--- config.mk ---
export PLATFORM = sky130hd
export DESIGN_NAME = uart_cmd_parser
export DESIGN_NICKNAME = d
export VERILOG_FILES = /design/src/rtl/uart_cmd_pkg.sv /design/src/rtl/uart_timeout_cnt.sv /design/src/rtl/uart_cmd_parser.sv
export SDC_FILE = /design/constraint.sdc
export NUM_CORES = 1
export LEC_CHECK = 0
export ABC_AREA = 1
export CAP_MARGIN = 20
export CORE_MARGIN = 4
export CORE_UTILIZATION = 45
export DETAILED_ROUTE_END_ITERATION = 6
export GPL_TIMING_DRIVEN = 0
export PLACE_DENSITY = 0.69
export SYNTH_ARGS = -nofsm -noshare
export SYNTH_HDL_FRONTEND = slang
export SYNTH_SLANG_ARGS = --single-unit
--- constraint.sdc ---
create_clock -name clk -period 1.5 [get_ports clk]
set_input_delay 0.3 -clock clk [delete_from_list [all_inputs] [get_ports clk]]
set_output_delay 0.3 -clock clk [all_outputs]
set_load 0.03 [all_outputs]
--- src/rtl/uart_cmd_pkg.sv ---
// Shared constants for the UART command parser: state encodings, default header, frame lengths.
// Frame length depends on UART_CMD_CHECKSUM_EN (checksum byte present when defined).
package uart_cmd_pkg;

   localparam logic [7:0] DEFAULT_HEADER = 8'hA5;

   localparam int FRAME_LEN_CHK   = 5;
   localparam int FRAME_LEN_NOCHK = 4;
`ifdef UART_CMD_CHECKSUM_EN
   localparam int FRAME_LEN = FRAME_LEN_CHK;
   localparam int OPC_W     = 8;
`else
   localparam int FRAME_LEN = FRAME_LEN_NOCHK;
   localparam int OPC_W     = 4;
`endif

   typedef logic [2:0] state_t;

   localparam state_t ST_IDLE    = 3'd0;
   localparam state_t ST_GET_OPC = 3'd1;
   localparam state_t ST_GET_A   = 3'd2;
   localparam state_t ST_GET_B   = 3'd3;
   localparam state_t ST_GET_CHK = 3'd4;
   localparam state_t ST_HOLD    = 3'd5;

   function automatic logic [7:0] frame_chk(input logic [7:0] opc,
                                            input logic [7:0] a,
                                            input logic [7:0] b);
      return opc ^ a ^ b;
   endfunction

endpackage

--- src/rtl/uart_timeout_cnt.sv ---
// Inter-byte timeout counter: clears on request, counts while enabled, saturates at TIMEOUT_CYCLES-1.
// expire is asserted while enabled and the count has reached its last value.
module uart_timeout_cnt #(
   parameter int TIMEOUT_CYCLES = 50000
) (
   input  logic clk,
   input  logic rst_n,
   input  logic clear,
   input  logic enable,
   output logic expire
);

   localparam int CW = $clog2(TIMEOUT_CYCLES);
   localparam logic [CW-1:0] LAST = CW'(TIMEOUT_CYCLES - 1);

   logic [CW-1:0] cnt_q;
   logic [CW-1:0] cnt_d;

   always_comb begin
      cnt_d = cnt_q;
      if (clear) begin
         cnt_d = '0;
      end else if (enable && (cnt_q != LAST)) begin
         cnt_d = cnt_q + CW'(1);
      end
   end

   always_ff @(posedge clk or negedge rst_n) begin
      if (!rst_n) begin
         cnt_q <= '0;
      end else begin
         cnt_q <= cnt_d;
      end
   end

   assign expire = enable && (cnt_q == LAST);

endmodule

--- src/rtl/uart_cmd_parser.sv ---
// Parses HEADER,OPC,A,B[,CHK] byte frames into an ALU command with valid/ready handoff.
// UART_CMD_CHECKSUM_EN defined adds the CHK byte and checksum error reporting.
module uart_cmd_parser
   import uart_cmd_pkg::*;
#(
   parameter logic [7:0] HEADER         = DEFAULT_HEADER,
   parameter int         TIMEOUT_CYCLES = 50000
) (
   input  logic       clk,
   input  logic       rst_n,
   input  logic [7:0] rx_data,
   input  logic       rx_valid,
   output logic [3:0] alu_op,
   output logic [7:0] op_a,
   output logic [7:0] op_b,
   output logic       cmd_valid,
   input  logic       cmd_ready,
   output logic       err_checksum,
   output logic       err_timeout,
   output logic       err_overrun,
   output logic       busy
);

   state_t           state_q, state_d;
   logic [OPC_W-1:0] opc_q, opc_d;
   logic [7:0]       a_q, a_d;
   logic [3:0]       alu_op_q, alu_op_d;
   logic [7:0]       op_a_q, op_a_d;
   logic [7:0]       op_b_q, op_b_d;
   logic             err_timeout_q, err_timeout_d;
   logic             err_overrun_q, err_overrun_d;
`ifdef UART_CMD_CHECKSUM_EN
   logic [7:0]       b_q, b_d;
   logic             err_checksum_q, err_checksum_d;
`endif
   logic             accept;
   logic             in_frame;
   logic             expire;

   assign in_frame = (state_q == ST_GET_OPC) || (state_q == ST_GET_A) ||
                     (state_q == ST_GET_B)   || (state_q == ST_GET_CHK);

   uart_timeout_cnt #(
      .TIMEOUT_CYCLES(TIMEOUT_CYCLES)
   ) u_timeout (
      .clk   (clk),
      .rst_n (rst_n),
      .clear (accept),
      .enable(in_frame),
      .expire(expire)
   );

   always_comb begin
      state_d       = state_q;
      opc_d         = opc_q;
      a_d           = a_q;
      alu_op_d      = alu_op_q;
      op_a_d        = op_a_q;
      op_b_d        = op_b_q;
      err_timeout_d = 1'b0;
      err_overrun_d = 1'b0;
      accept        = 1'b0;
`ifdef UART_CMD_CHECKSUM_EN
      b_d            = b_q;
      err_checksum_d = 1'b0;
`endif
      case (state_q)
         ST_IDLE: begin
            if (rx_valid && (rx_data == HEADER)) begin
               accept  = 1'b1;
               state_d = ST_GET_OPC;
            end
         end
         ST_GET_OPC: begin
            if (rx_valid) begin
               accept  = 1'b1;
               opc_d   = rx_data[OPC_W-1:0];
               state_d = ST_GET_A;
            end else if (expire) begin
               err_timeout_d = 1'b1;
               state_d       = ST_IDLE;
            end
         end
         ST_GET_A: begin
            if (rx_valid) begin
               accept  = 1'b1;
               a_d     = rx_data;
               state_d = ST_GET_B;
            end else if (expire) begin
               err_timeout_d = 1'b1;
               state_d       = ST_IDLE;
            end
         end
         ST_GET_B: begin
            if (rx_valid) begin
               accept = 1'b1;
`ifdef UART_CMD_CHECKSUM_EN
               b_d     = rx_data;
               state_d = ST_GET_CHK;
`else
               alu_op_d = opc_q[3:0];
               op_a_d   = a_q;
               op_b_d   = rx_data;
               state_d  = ST_HOLD;
`endif
            end else if (expire) begin
               err_timeout_d = 1'b1;
               state_d       = ST_IDLE;
            end
         end
`ifdef UART_CMD_CHECKSUM_EN
         ST_GET_CHK: begin
            if (rx_valid) begin
               accept = 1'b1;
               // A bad checksum leaves the previously presented command untouched.
               if (rx_data == frame_chk(opc_q, a_q, b_q)) begin
                  alu_op_d = opc_q[3:0];
                  op_a_d   = a_q;
                  op_b_d   = b_q;
                  state_d  = ST_HOLD;
               end else begin
                  err_checksum_d = 1'b1;
                  state_d        = ST_IDLE;
               end
            end else if (expire) begin
               err_timeout_d = 1'b1;
               state_d       = ST_IDLE;
            end
         end
`endif
         ST_HOLD: begin
            if (cmd_ready) begin
               state_d = ST_IDLE;
               if (rx_valid && (rx_data == HEADER)) begin
                  accept  = 1'b1;
                  state_d = ST_GET_OPC;
               end
            end else if (rx_valid) begin
               err_overrun_d = 1'b1;
            end
         end
         default: state_d = ST_IDLE;
      endcase
   end

   always_ff @(posedge clk or negedge rst_n) begin
      if (!rst_n) begin
         state_q        <= ST_IDLE;
         opc_q          <= '0;
         a_q            <= '0;
         alu_op_q       <= '0;
         op_a_q         <= '0;
         op_b_q         <= '0;
         err_timeout_q  <= 1'b0;
         err_overrun_q  <= 1'b0;
`ifdef UART_CMD_CHECKSUM_EN
         b_q            <= '0;
         err_checksum_q <= 1'b0;
`endif
      end else begin
         state_q        <= state_d;
         opc_q          <= opc_d;
         a_q            <= a_d;
         alu_op_q       <= alu_op_d;
         op_a_q         <= op_a_d;
         op_b_q         <= op_b_d;
         err_timeout_q  <= err_timeout_d;
         err_overrun_q  <= err_overrun_d;
`ifdef UART_CMD_CHECKSUM_EN
         b_q            <= b_d;
         err_checksum_q <= err_checksum_d;
`endif
      end
   end

   assign alu_op      = alu_op_q;
   assign op_a        = op_a_q;
   assign op_b        = op_b_q;
   assign cmd_valid   = (state_q == ST_HOLD);
   assign busy        = (state_q != ST_IDLE);
   assign err_timeout = err_timeout_q;
   assign err_overrun = err_overrun_q;
`ifdef UART_CMD_CHECKSUM_EN
   assign err_checksum = err_checksum_q;
`else
   assign err_checksum = 1'b0;
`endif

endmodule
==> flow_metrics.tcl <==
set metrics [dict create \
    status "complete, but fails checks" \
    violations "setup timing" \
    dominantRegCellSynth "dfrtp_1" \
    routed_wl_um 6370 \
    grt_pass1_wl_um 10600 \
    irDropWorstVdd_uv 1520 \
    clock_latency_ns 0.31 \
    worstMarginPinSlew_ns 0.537 \
    cp-end-kind "register" \
    path_cells "inv_2 -> nand2_4 -> nor2_4 -> nand2_1 -> nand2_1 -> nand3_2 -> nand2_4 -> clkbuf_16 -> nor2_2 -> nand2_1 -> nand2_1" \
    cellLeakagePower_nw 1.79 \
    gp_congestion 0.901 \
    n_antenna_cell 0 \
    cts-root-buf "clkbuf_8" \
    grt_pass1_vias 2237 \
    crit_fanout 6 \
    grt_usage_pct 18.4 \
    syn-cell-area_mm2 0.00266 \
    clk_pin_slew_ns 0.10 \
    ys_seq_area_share_pct 49.9 \
    finish.instance_area_mm2 0.00350 \
    max_freq_mhz 628 \
    numCtsBuffers 5 \
    required_ns 1.71 \
    dieArea_mm2 0.00721 \
    start_kind "register" \
    period_needed_ns 1.59 \
    syn_nets 333 \
    dp_hpwl_um 4250 \
    synthCells 320 \
    fin_util_pct 62.5 \
    drive_gt1_share_pct 20.6 \
    cts_tree "built" \
    cp_data_arrival_time_ns 1.80 \
    grt_overflow 0 \
    path_common_cell "nand2_1" \
    cts_max_level 2 \
    max_stage_delay_ns 0.45 \
    p_per_area_mw_per_mm2 1770 \
    synth-warning-count 0 \
    ant_nets 0 \
    min_path_type "in2async" \
    coreArea_mm2 0.00561 \
    stdcell_count 455 \
    avgSynthCellArea_um2 8.31 \
    clockBufferDepth 2 \
    avgRoutedWirePerCell_um 14.0 \
    synth-edff-count 0 \
    die_w_um 84.9 \
    fp.dieH_um 84.9 \
    synth-async-reset-ratio_pct 100 \
    cts.sinks 53 \
    rows 27 \
    drc 0 \
    fin_nets 395 \
    io_pins 37 \
    avgViaCountPerCell 4.97 \
    synth_cell_type_count 32 \
    slew_headroom_pct 64.2 \
    io_buffers 35 \
    critPathKind "reg2reg" \
    finalHoldViolCount 0 \
    skew_ns 0.00861 \
    vias 2263 \
    period_share_pct 106 \
    place_area_mm2 0.00313 \
    synth_seq_cells 53 \
    syn_to_final_growth_pct 31.7 \
    worst_path_max_delay_cell "dfrtp_2" \
    grt_max_degree 32 \
    antenna_found_initial 0 \
    initial_core_util_pct 47.4 \
    fillCellCount 519 \
    slew_viol_final 0 \
    dpl.cell_count 428 \
    rsz0062_at_grt "true" \
    fin_ws_ns -0.0929 \
    setup_violations 15 \
    drtPass1Iterations 4 \
    drv_cap 0 \
    dr.first_iter.drc_count 177 \
]
-- registers in the layout, summed over array words and instances (netlist names) --
signal and cells:
opc_q 4, err_timeout 1, op_b 8, u_timeout.cnt_q 16
state_q 3, a_q 8, err_overrun 1, op_a 8
alu_op 4
-- timing repair --
action | in CTS | in global routing
resized for setup | 44 | 38
setup buffers | 9 | 7
gates cloned | 1 | 1
hold buffers | 1 | 0
endpoints found under the setup margin | 58 | 42
pin swaps | 8 | 9
hold endpoints to repair | 22 | 0
-- path summary, 6_finish.rpt --
kind,startpoint,end,slack [ns],depth (start not counted)
worst max-delay path,state_q[1],u_timeout.cnt_q[7],-0.09,11
worst min-delay path,rst_n,op_b[5],0.49,2
worst max register to register,state_q[1],u_timeout.cnt_q[7],-0.09,11
worst min register to register,a_q[3],a_q[3],0.49,2
max in group asynchronous,rst_n,u_timeout.cnt_q[12],0.43,3
min in group clk,a_q[3],a_q[3],0.49,2
-- cell usage in the layout (no fill, tap or decap), types with 3 or more instances in the layout --
cell	instances
buf_6	3
clkbuf_8	6
inv_2	3
buf_2	3
buf_4	18
nand2_1	94
nand2_4	6
clkdlybuf4s50_1	9
dfrtp_1	49
dlygate4sd2_1	23
o21ai_1	19
nand3_1	15
o21ai_0	5
dfrtp_2	4
nor2_2	7
xor2_1	8
inv_1	22
nand2_2	5
nor2_1	37
nor2_4	3
nand4_1	4
mux2_1	12
-- worst max-delay path: cells and delay by family, from the launching register on --
family        cells  cell delay (ns)
buf+inv           2             0.28
simple gates      9             0.74
flops             1             0.45
-- cell families after synthesis --
family,after synthesis,share of synthesized area (%)
compound gates,28,5.36
xor+xnor,9,2.96
fa+ha+maj,1,0.470
buf+inv,37,6.16
flops,53,49.9
mux,12,5.08
other cells,1,0.141
simple gates,179,30.0
-- Yosys cell counts, types with 3 or more instances --
cell type,instances,area (um^2)
dfrtp_1,53,1330
inv_1,23,86.3
inv_2,3,11.3
mux2_1,12,135
nand2_1,100,375
nand2_2,3,18.8
nand2_4,3,33.8
nand3_1,15,75.1
nand4_1,4,25.0
nor2_1,44,165
o21ai_0,7,35.0
o21ai_1,18,90.1
xor2_1,8,70.1
-- power breakdown --
part           internal (W)  switching (W)  leakage, nW  total (W)
clock              0.000384       0.000499       0.0518   0.000884
sequential          0.00189       0.000299        0.684    0.00219
combinational       0.00124        0.00187         1.06    0.00312
-- layer usage --
metal / track usage (%) / up-vias / wire [um]
li1: - / 1135 / -
met5: 0 / - / 0
met4: 4.17 / 0 / 91
met2: 30.2 / 52 / 3160
met3: 4.17 / 11 / 272
met1: 25.0 / 1065 / 2850
-- cell type report --
type	instances	area, um^2	area share (%)
clock inverters	2	17.5	0.500
multi-input cells	230	1290	36.7
flip-flops and latches	53	1330	38.0
well taps	72	90.1	2.57
inverters	30	126	3.61
plain buffers	7	58.8	1.68
repair buffers	55	512	14.6
clock buffers	6	82.6	2.36
-- through the flow --
| step | setup WS, ns | setup TNS [ns] | hold slack [ns] | power (W) |
|---|---|---|---|---|
| 3_5_place_dp | -0.560 | -17.31 | 0.318 | 0.00480 |
| 4_1_cts | -0.142 | -0.213 | 0.497 | 0.00578 |
| 5_1_grt | -0.150 | -2.36 | 0.516 | 0.00659 |
| 6_report | -0.0929 | -0.698 | 0.492 | 0.00619 |
| 2_1_floorplan | 0.00216 | 0 | 0.00441 | 0.00386 |
| 3_3_place_gp | -1.48 | -94.56 | 0.465 | 0.00473 |
No activity file was read; power rests on OpenSTA's default activity.
